[config.mk]
export PLATFORM = sky130hd
export DESIGN_NAME = aquarium_sensor_bank
export DESIGN_NICKNAME = d
export VERILOG_FILES = /design/src/rtl/aquarium_sensor_bank.sv
export SDC_FILE = /design/constraint.sdc
export NUM_CORES = 1
export LEC_CHECK = 0
export CORE_ASPECT_RATIO = 0.75
export CORE_UTILIZATION = 40
export DETAILED_ROUTE_END_ITERATION = 8
export PLACE_DENSITY = 0.8
export SYNTH_ARGS = -nofsm -noshare
export SYNTH_HDL_FRONTEND = slang
export SYNTH_SLANG_ARGS = --single-unit
[constraint.sdc]
create_clock -name CLK -period 1.47 [get_ports CLK]
set_input_delay 0.294 -clock CLK [delete_from_list [all_inputs] [get_ports CLK]]
set_output_delay 0.294 -clock CLK [all_outputs]
set_load 0.01 [all_outputs]
[src/rtl/aquarium_sensor_bank.sv]
// Aquarium sensor capture bank: shadow registers, limit alarms, sample counter,
// and a registered display word chosen by manual select or round-robin scan.
module aquarium_sensor_bank #(
    parameter int unsigned WIDTH = 8,
    parameter int unsigned NCH   = 4,
    parameter int unsigned DWELL = 4
) (
    input  logic                 CLK,
    input  logic                 reset,
    input  logic                 sample_en,
    input  logic [NCH*WIDTH-1:0] sensor_in,
    input  logic [NCH*WIDTH-1:0] lo_lim,
    input  logic [NCH*WIDTH-1:0] hi_lim,
    input  logic [1:0]           mode,
    input  logic [3:0]           sel,
    input  logic [NCH-1:0]       alarm_clr,
    output logic [WIDTH-1:0]     disp_out,
    output logic [3:0]           disp_ch,
    output logic [NCH-1:0]       alarm,
    output logic                 err,
    output logic [WIDTH-1:0]     sample_cnt
);

    localparam int unsigned CW = 4;
    localparam int unsigned DW = (DWELL > 1) ? $clog2(DWELL) : 1;

    typedef enum logic [1:0] {S_OFF, S_MANUAL, S_SCAN, S_ERROR} state_t;

    state_t          state;
    state_t          nxt;
    logic [CW-1:0]   sel_q;
    logic [CW-1:0]   ptr;
    logic [DW-1:0]   dwell;
    logic [WIDTH-1:0] ch_q [NCH];
    logic [NCH-1:0]  set_v;
    logic [WIDTH-1:0] sel_val;
    logic [WIDTH-1:0] ptr_val;
    logic            sel_legal;

    // Next state from mode/sel; a manual index beyond the bank is an error.
    always_comb begin
        nxt       = S_OFF;
        sel_legal = (32'(sel) < NCH);
        unique case (mode)
            2'b00: nxt = S_OFF;
            2'b01: nxt = sel_legal ? S_MANUAL : S_ERROR;
            2'b10: nxt = S_SCAN;
            2'b11: nxt = S_ERROR;
        endcase
    end

    // Per-channel out-of-range detection and display channel selection.
    always_comb begin
        set_v   = '0;
        sel_val = '0;
        ptr_val = '0;
        for (int i = 0; i < NCH; i++) begin
            set_v[i] = sample_en &&
                       ((sensor_in[i*WIDTH +: WIDTH] < lo_lim[i*WIDTH +: WIDTH]) ||
                        (sensor_in[i*WIDTH +: WIDTH] > hi_lim[i*WIDTH +: WIDTH]));
            if (sel_q == CW'(i)) sel_val = ch_q[i];
            if (ptr == CW'(i))   ptr_val = ch_q[i];
        end
    end

    always_ff @(posedge CLK) begin
        if (reset) begin
            for (int i = 0; i < NCH; i++) ch_q[i] <= '0;
            sample_cnt <= '0;
            alarm      <= '0;
            state      <= S_OFF;
            sel_q      <= '0;
            ptr        <= '0;
            dwell      <= '0;
            disp_out   <= '0;
            disp_ch    <= '0;
            err        <= 1'b0;
        end else begin
            if (sample_en) begin
                for (int i = 0; i < NCH; i++) ch_q[i] <= sensor_in[i*WIDTH +: WIDTH];
                sample_cnt <= sample_cnt + WIDTH'(1);
            end
            // A set on the same edge as a clear wins.
            alarm <= (alarm & ~alarm_clr) | set_v;
            state <= nxt;
            sel_q <= sel;

            if (nxt == S_SCAN) begin
                if (state != S_SCAN) begin
                    ptr   <= '0;
                    dwell <= '0;
                end else if (dwell == DW'(DWELL - 1)) begin
                    dwell <= '0;
                    ptr   <= (ptr == CW'(NCH - 1)) ? '0 : ptr + CW'(1);
                end else begin
                    dwell <= dwell + DW'(1);
                end
            end

            // Display reflects the state and captures held before this edge.
            unique case (state)
                S_OFF: begin
                    disp_out <= '0;
                    disp_ch  <= '0;
                    err      <= 1'b0;
                end
                S_MANUAL: begin
                    disp_out <= sel_val;
                    disp_ch  <= sel_q;
                    err      <= 1'b0;
                end
                S_SCAN: begin
                    disp_out <= ptr_val;
                    disp_ch  <= ptr;
                    err      <= 1'b0;
                end
                S_ERROR: begin
                    disp_out <= '0;
                    disp_ch  <= '0;
                    err      <= 1'b1;
                end
            endcase
        end
    end

endmodule

# Word level (Yosys, flattened, before mapping)
# Memories as Yosys holds them, arrays and structs flattened.
# Index checks and enable logic that the tools add are counted.
# totals
mem_count,1
reg_bits,37
latchBits,0
romBits,0
mem_bits_rw,32
wordCells,87
input_bits,109
# classes
reduce_logical,16
n_eq_ne,15
n_addsub,3
div,0
shift,0
n_mul,0
n_lt_le_gt_ge,9
mux,27
n_bitwise,7
# memory_table
name,words,width,read_ports,rd_clocked_by_memory_dff,wr,line_no,text
ch_q,4,8,4,0,4,34,logic [WIDTH-1:0] ch_q [NCH];
# ops
op,count
2-to-1 mux 8 bit,12
greater-than comparator 8 bit,4
< comparator 8 bit,4
one-hot mux 8 bit (3 select lines),1
"== test 4 x 2 -> 1 bit, second input constant",4
"== test 2 bit, second input constant",6
2-to-1 mux 4 bit,3
one-hot mux 4 bit (3 select lines),1
"adder 8 x 1 -> 8 bit, second input constant",1
"== test 4 x 1 -> 1 bit, second input constant",2
logical NOT 4 bit,2
one-hot mux 2 bit (4 select lines),1
2-to-1 mux 2 bit,3
2-to-1 mux 1 bit,5
"adder 4 x 1 -> 4 bit, second input constant",1
bitwise AND 4 bit,1
"== test 2 x 1 -> 1 bit, second input constant",2
logical AND 1 bit,4
logical NOT 2 bit,2
logical OR 1 bit,4
"< comparator 4 x 3 -> 1 bit, second input constant",1
NOT 4 bit,1
bitwise OR 1 bit,4
bitwise OR 4 bit,1
7 further kinds,7

# Logic depth before layout (Yosys ltp)
# Gate-level depths: netlist of the first run.
# logic_depth
depth_word,6
depth_mapped,8
ltp_nobuf,7

# Worst setup path after synthesis of the first run
# Ideal clock, no wire load.
# synth_path
kind,flip-flop to flip-flop
from,register ptr[1]
to,register disp_out[0]
required_time_ps,1395
n_path_buf,1
stages_incl_launch_ff,9
period_less_slack_ps,1598
arrival_ps,1522
slack_ps,-128
cell_sequence,dfxtp_1 -> inv_1 -> ha_1 -> buf_2 -> nor2b_1 -> a221oi_1 -> nor3_1 -> a21oi_1 -> o22ai_1
# synth_between
elab_chain_len,6
# synth_rtl
element,line_no,text
from (decl),32,logic [CW-1:0] ptr;
from (signal assigned),94,ptr <= (ptr == CW'(NCH - 1)) ? '0 : ptr + CW'(1);
logical NOT 4 bit,62,if (ptr == CW'(i)) ptr_val = ch_q[i];
2-to-1 mux 8 bit (3 in a row),62,
2-to-1 mux 8 bit *,62,
one-hot mux 8 bit (3 select lines) *,101,unique case (state)
to (signal assigned),108,disp_out <= sel_val;
to (signal assigned),113,disp_out <= ptr_val;
to (decl),17,"output logic [WIDTH-1:0] disp_out,"
# Every way passes the cells marked *; elsewhere a longest branch is shown, timed or not.
# A chain may end at the register's enable or synchronous reset.

# Worst setup path in the final report of the first run
# layout_path
from,input sensor_in[31]
to,register alarm[3]
# layout_between
elab_chain_len,4
# layout_rtl
element,line_no,text
from (decl),11,"input logic [NCH*WIDTH-1:0] sensor_in,"
< comparator 8 bit / greater-than comparator 8 bit (equally long branches),"59, 60",
logical OR 1 bit *,59,((sensor_in[i*WIDTH +: WIDTH] < lo_lim[i*WIDTH +: WIDTH]) ||
logical AND 1 bit *,58,set_v[i] = sample_en &&
bitwise OR 4 bit *,84,alarm <= (alarm & ~alarm_clr) | set_v;
to (signal assigned),84,
to (decl),19,"output logic [NCH-1:0] alarm,"
# Marked as above.

==> flow_summary.toml, run 1 <==
[global_routing]
grt_total_ovfl = 0
pin_count_of_the_biggest_net_entering_global_routing = 33
grt_pass1_vias = 4376
initial_antenna_violation_count = 0
grt_util_all_layers = 0.2186
grt_first_pass_wirelength_um = 20120

[cells_and_area]
layout_commonest_cell = "buf_4"
utilization = 0.6611
multiInputGateArea_mm2 = 0.002963
fin_nets = 852
layout-drive-gt1-share = 0.2507
register_area_mm2 = 0.001703
layout.cell_area.non_filler_mm2 = 0.007288
synthToLayoutAreaGrowth_pct = 59.20
n_fill_cell = 854
antenna-diode-count = 0
final_cell_mix = "buf_4 (62), inv_1 (59), clkdlybuf4s50_1 (59), dlygate4sd2_1 (57), ha_1 (41)"

[routing]
drt_iter0_drc = 244
first_pass_iters = 7
wire_per_inst_um = 16.61
viasPerCell = 5.319
routed_wirelength_um = 13660
num_vias = 4372
post-route-drc-count = 5
drt.antenna.violating_nets = 0

[synth]
syn_avg_cell_area_um2 = 9.538
yosys_warnings = 0
synth.net_count = 655
synthesis.area_mm2 = 0.004578
ys_ff_latch = 69
yosysSeqAreaShare = 0.3717
synthDistinctLibCells = 41
synthCells = 480

[clock_network]
htree_num_levels = 3
cts_num_sinks = 69
ctsHoldBuffers = 0
cts_max_path_buffers = 2
cts_buffers = 9
cts_tree = "yes"
clkTransAtPathRegs_ns = 0.05
skew_pair_late_insertion_delay_ns = 0.34
cts_root_buffer = "clkbuf_16"

[sta]
skew_ns = 0.005043
worst_slack_ns = -0.07780
layout_worst_path_cycle_share = 1.053
rsz0062_at_grt = "true"
fin_tns_setup_ns = -0.2399
worst_relative_slew_slack = 0.6657
finalSetupViolCount = 6
hold_fails_final_rpt = 0
timing_worst_slew_pin_value_ns = 0.5007
max_freq_mhz = 646.1
slew_violations = 0
min_tclk_post_route_ns = 1.548

[run]
cap_violations = 0

[floorplan]
pin_count = 134
dieHeight_um = 94.65
die-width_um = 125.5
initial_core_utilization = 0.4153
die_area_mm2 = 0.01188
core.rowCount = 33
fp.coreArea_mm2 = 0.01102

[status]
failed_checks = "DRC, setup timing"
run_status = "finished with violations"

[place]
place.detailed.hpwl_um = 9641
count_of_buffers_inserted_at_the_top_level_ports = 133
dpl_cell_area_mm2 = 0.006584
gp_congestion = 0.8531

[power_and_ir_drop]
report.power.total_mw = 5.553
power.density_cell_area_mw_per_mm2 = 761.9
peakVddDrop_v = 0.0004896
leakagePower_nw = 3.367

[hold_path]
hold_crit_path_type = "input pin to flip-flop"

[setup_path]
timing.critical_path.arrival_ns = 1.83
worst-endpoint-required_ns = 1.75
reg2reg_slack_ns = -0.07
cp-start-kind = "input pin"
path_max_fanout = 2
timing.setup.critical_path_class = "input pin to flip-flop"
crit_end_category = "flip-flop"
## routing by layer
metal / wire length, um / global-route usage
met1: 5528 / 0.2519
met2: 6832 / 0.3972
met3: 952 / 0.05326
met4: 343 / 0.08028
met5: 0 / 0
## cell families after synthesis
group | after synthesis | synth area share
mux | 9 | 0.04154
simple gates | 150 | 0.1809
compound gates | 89 | 0.1383
flops | 69 | 0.3717
fa+ha+maj | 66 | 0.1804
xor+xnor | 6 | 0.01148
buf+inv | 91 | 0.07570
## Yosys cell counts, drive strengths merged
cell type	number	area, um^2
o21a	4	30.03
o21ai	13	65.06
and3	1	6.260
a221oi	7	61.31
nor3	11	55.05
a32oi	1	8.760
inv	75	281.5
nand4b	1	8.760
a22oi	6	45.04
nand2	13	48.80
o31ai	1	7.510
nand3	6	30.03
buf	5	23.77
nor2	35	131.4
mux4	8	180.2
or2	1	6.260
mux2i	1	10.01
nor4	2	12.51
o221ai	4	35.03
clkbuf	11	41.29
a211oi	9	67.56
dfxtp	37	740.7
nor2b	20	125.1
or4	4	30.03
nor3b	1	7.510
a2111oi	3	82.58
o21bai	1	7.510
xor2	4	35.03
or3	2	12.51
nand4	18	112.6
nand2b	6	60.06
a21oi	27	135.1
edfxtp	32	960.9
o22ai	8	50.05
ha	66	825.8
xnor2	2	17.52
and2	29	181.4
o211ai	4	30.03
a21boi	1	7.510
## state kept, by name, summed over array words and instances (netlist names)
register,count
alarm,4
disp_out,8
dwell,2
ptr,4
ch_q,32
sample_cnt,8
sel_q,4
state,2
disp_ch,4
err,1
## metrics by stage
step           cells  setup WS [ns]  hold slack [ns]
6_report         822       -0.07780           0.4748
3_5_place_dp     799        -0.5603           0.4767
3_3_place_gp     799        -0.5246           0.4656
4_1_cts          818        -0.1207           0.4699
5_1_grt          822        -0.1166           0.4911
2_1_floorplan    480        0.02175           0.4222
## what timing repair did
action | CTS | global route
pin swaps | 31 | 26
gates resized for setup | 100 | 52
gates cloned | 1 | 1
buffers inserted | 2 | 3
endpoints found under the setup margin | 37 | 17
## critical path: stages
cell             delay (ns)
clkdlybuf4s50_1        0.47
buf_4                  0.17
ha_1                   0.29
nand4_1                0.19
a211oi_1               0.27
a21oi_1                0.07
nand3_1                0.08
## worst paths after layout
check / startpoint / endpoint / cells past startpoint
setup / recovery: sensor_in[31] / alarm[3]$_SDFF_PP0_ / 7
setup reg to reg: ptr[1]$_SDFFE_PP0P_ / disp_out[6]$_SDFF_PP0_ / 7
hold / removal: sensor_in[30] / ch_q[3][6]$_SDFFCE_PN0P_ / 3
hold reg to reg: alarm[1]$_SDFF_PP0_ / alarm[1]$_SDFF_PP0_ / 2
## power breakdown
group | switching [mW] | internal, mW
clock network | 0.797 | 1.17
logic | 0.583 | 0.768
registers | 0.0928 | 2.14
## cell type report
| class | count | share of cell area |
|---|---|---|
| clock inverter | 5 | 0.003605 |
| sequential | 69 | 0.2336 |
| timing repair buffer | 202 | 0.2603 |
| inverter | 75 | 0.03863 |
| multi-input combinational | 320 | 0.4065 |
| clock buffer | 11 | 0.03330 |
| tap | 140 | 0.02403 |
(Power assumes the default switching activity.)
==> run 2: changes to the inputs <==
- CORE_UTILIZATION: 40 -> 44
- PLACE_DENSITY: 0.8 -> 0.86
==> flow_summary.toml, run 2 (same netlist as run 1, synthesis figures left out) <==
[sta]
worst_relative_slew_slack = 0.7314
slew_violations = 0
skew_ns = 0.005999
min_tclk_post_route_ns = 1.608
timing_worst_slew_pin_value_ns = 0.4019
fin_tns_setup_ns = -0.3020
holdWs_ns = 0.4457
worst_slack_ns = -0.1380
layout_worst_path_cycle_share = 1.094
hold_fails_final_rpt = 0
finalSetupViolCount = 3
rsz0062_at_grt = "true"
max_freq_mhz = 621.9

[setup_path]
path_cells = "clkdlybuf4s50_1 -> inv_1 -> ha_1 -> nor2b_1 -> o211ai_1 -> a211oi_1 -> a21oi_1 -> nand3_1"
timing.critical_path.arrival_ns = 1.81
timing.critical_path.buf_inv = 2
crit_end_category = "flip-flop"
crit_path_max_incr_delay_ns = 0.46
cp-start-kind = "input pin"
worst-endpoint-required_ns = 1.68
critPathSlowestCell = "clkdlybuf4s50_1"
worst-path-stages = 8
worst_r2r_startpoint = "ptr[0]$_SDFFE_PP0P_"
crit_path_end = "alarm[1]$_SDFF_PP0_"
reg2reg_slack_ns = -0.10
r2r-end = "disp_out[7]$_SDFF_PP0_"
timing.setup.critical_path_class = "input pin to flip-flop"
crit_family = "compound AO/OA/AOI/OAI gates"
r2r_cells = 7
path_max_fanout = 2
worst_setup_path_startpoint = "hi_lim[9]"

[clock_network]
htree_num_levels = 3
cts_root_buffer = "clkbuf_16"
skew_pair_late_insertion_delay_ns = 0.33
cts_num_sinks = 69
cts_tree = "yes"
clkTransAtPathRegs_ns = 0.06
cts_max_path_buffers = 2
cts_buffers = 9
ctsHoldBuffers = 0

[power_and_ir_drop]
power.density_cell_area_mw_per_mm2 = 800.7
leakagePower_nw = 3.471
report.power.total_mw = 5.854
peakVddDrop_v = 0.0005858

[routing]
drt.antenna.violating_nets = 0
post-route-drc-count = 0
viasPerCell = 5.409
routed_wirelength_um = 13740
first_pass_iters = 4
num_vias = 4360
drt_iter0_drc = 279
wire_per_inst_um = 17.05

[floorplan]
fp.coreArea_mm2 = 0.009891
die_area_mm2 = 0.01082
initial_core_utilization = 0.4629
core.rowCount = 31
pin_count = 134
die-width_um = 119.8
dieHeight_um = 90.34

[global_routing]
initial_antenna_violation_count = 0
grt_total_ovfl = 0
grt_util_all_layers = 0.2536
pin_count_of_the_biggest_net_entering_global_routing = 33
grt_pass1_vias = 4512
grt_first_pass_wirelength_um = 21490

[cells_and_area]
layout-drive-gt1-share = 0.2537
leading_registers_by_flop_count = "ch_q x32, disp_out x8, sample_cnt x8"
max_reg_flops = 32
layout_commonest_cell = "inv_1"
synthToLayoutAreaGrowth_pct = 59.69
final_cell_mix = "inv_1 (59), clkdlybuf4s50_1 (56), buf_4 (56), dlygate4sd2_1 (46), ha_1 (41)"
n_fill_cell = 653
fin_nets = 844
multiInputGateArea_mm2 = 0.002978
antenna-diode-count = 0
register_area_mm2 = 0.001708
register_with_the_highest_flop_count = "ch_q"

[run]
cap_violations = 0

[hold_path]
hold_crit_path_type = "input pin to flip-flop"

[place]
place.detailed.hpwl_um = 10380
gp_congestion = 0.8085
count_of_buffers_inserted_at_the_top_level_ports = 133

[status]
failed_checks = "setup timing"
run_status = "finished with violations"
[run 2: changes by cell type in the layout (fill, tap and decap cells not counted), moves of 3 or more]
| cell | before | now |
|---|---|---|
| clkinv_2 | 4 | 0 |
| o22ai_1 | 8 | 4 |
| buf_4 | 62 | 56 |
| clkdlybuf4s50_1 | 59 | 56 |
| o22ai_2 | 0 | 4 |
| dlymetal6s2s_1 | 12 | 24 |
| dlygate4sd2_1 | 57 | 46 |
[run 2: tightest hold or removal path, delay by kind of cell]
family | cells | cell delay, ns
AND/OR/NAND/NOR | 1 | 0.11
buffers and inverters | 2 | 0.26
[run 2: layer usage]
metal | part of all wire | GRT usage
met1 | 0.40 | 0.3032
met2 | 0.51 | 0.4509
met3 | 0.063 | 0.05871
met4 | 0.021 | 0.07396
met5 | 0 | 0
[run 2: repair_timing]
| item | in CTS | in global routing |
|---|---|---|
| pin swaps | 36 | 46 |
| setup endpoints to repair | 28 | 25 |
| hold endpoints to repair | 0 | 0 |
| setup buffers | 1 | 3 |
| gates resized for setup | 106 | 65 |
[run 2: per-stage QoR]
stage | utilization | instances | setup WS [ns] | area [um^2]
final | 0.7392 | 806 | -0.1380 | 7311
after global routing | 0.7392 | 806 | -0.1656 | 7311
after CTS | 0.7085 | 803 | -0.1629 | 7008
after detailed placement | 0.6621 | 786 | -0.6055 | 6549
after global placement | 0.6621 | 786 | -0.5367 | 6549
after floorplan | - | 480 | 0.02175 | 4627
[run 2: worst min-delay path by stage]
stage                                    end  cells past startpoint  slack [ns]           startpoint
floorplan                sel_q[0]$_SDFF_PP0_                      1        0.42               sel[0]
global placement              err$_SDFF_PP0_                      2        0.46  state[1]$_SDFF_PP0_
detailed placement            err$_SDFF_PP0_                      2        0.46  state[1]$_SDFF_PP0_
CTS                           err$_SDFF_PP0_                      2        0.47  state[1]$_SDFF_PP0_
global route        ch_q[1][3]$_SDFFCE_PN0P_                      3        0.46        sensor_in[11]
finish              ch_q[1][3]$_SDFFCE_PN0P_                      3        0.45        sensor_in[11]
[run 2: power by group]
group | total (mW) | switching, mW | internal, mW
combinational | 1.33 | 0.587 | 0.741
clock | 2.30 | 0.796 | 1.51
sequential | 2.22 | 0.0877 | 2.14
total | 5.85 | 1.47 | 4.38
[run 2: cell type report]
class,count,area share
multi-input combinational,320,0.4073
timing repair buffer,194,0.2511
sequential,69,0.2336
clock buffer,14,0.04347
inverter,75,0.03953
tap,132,0.02259
clock inverter,2,0.002396
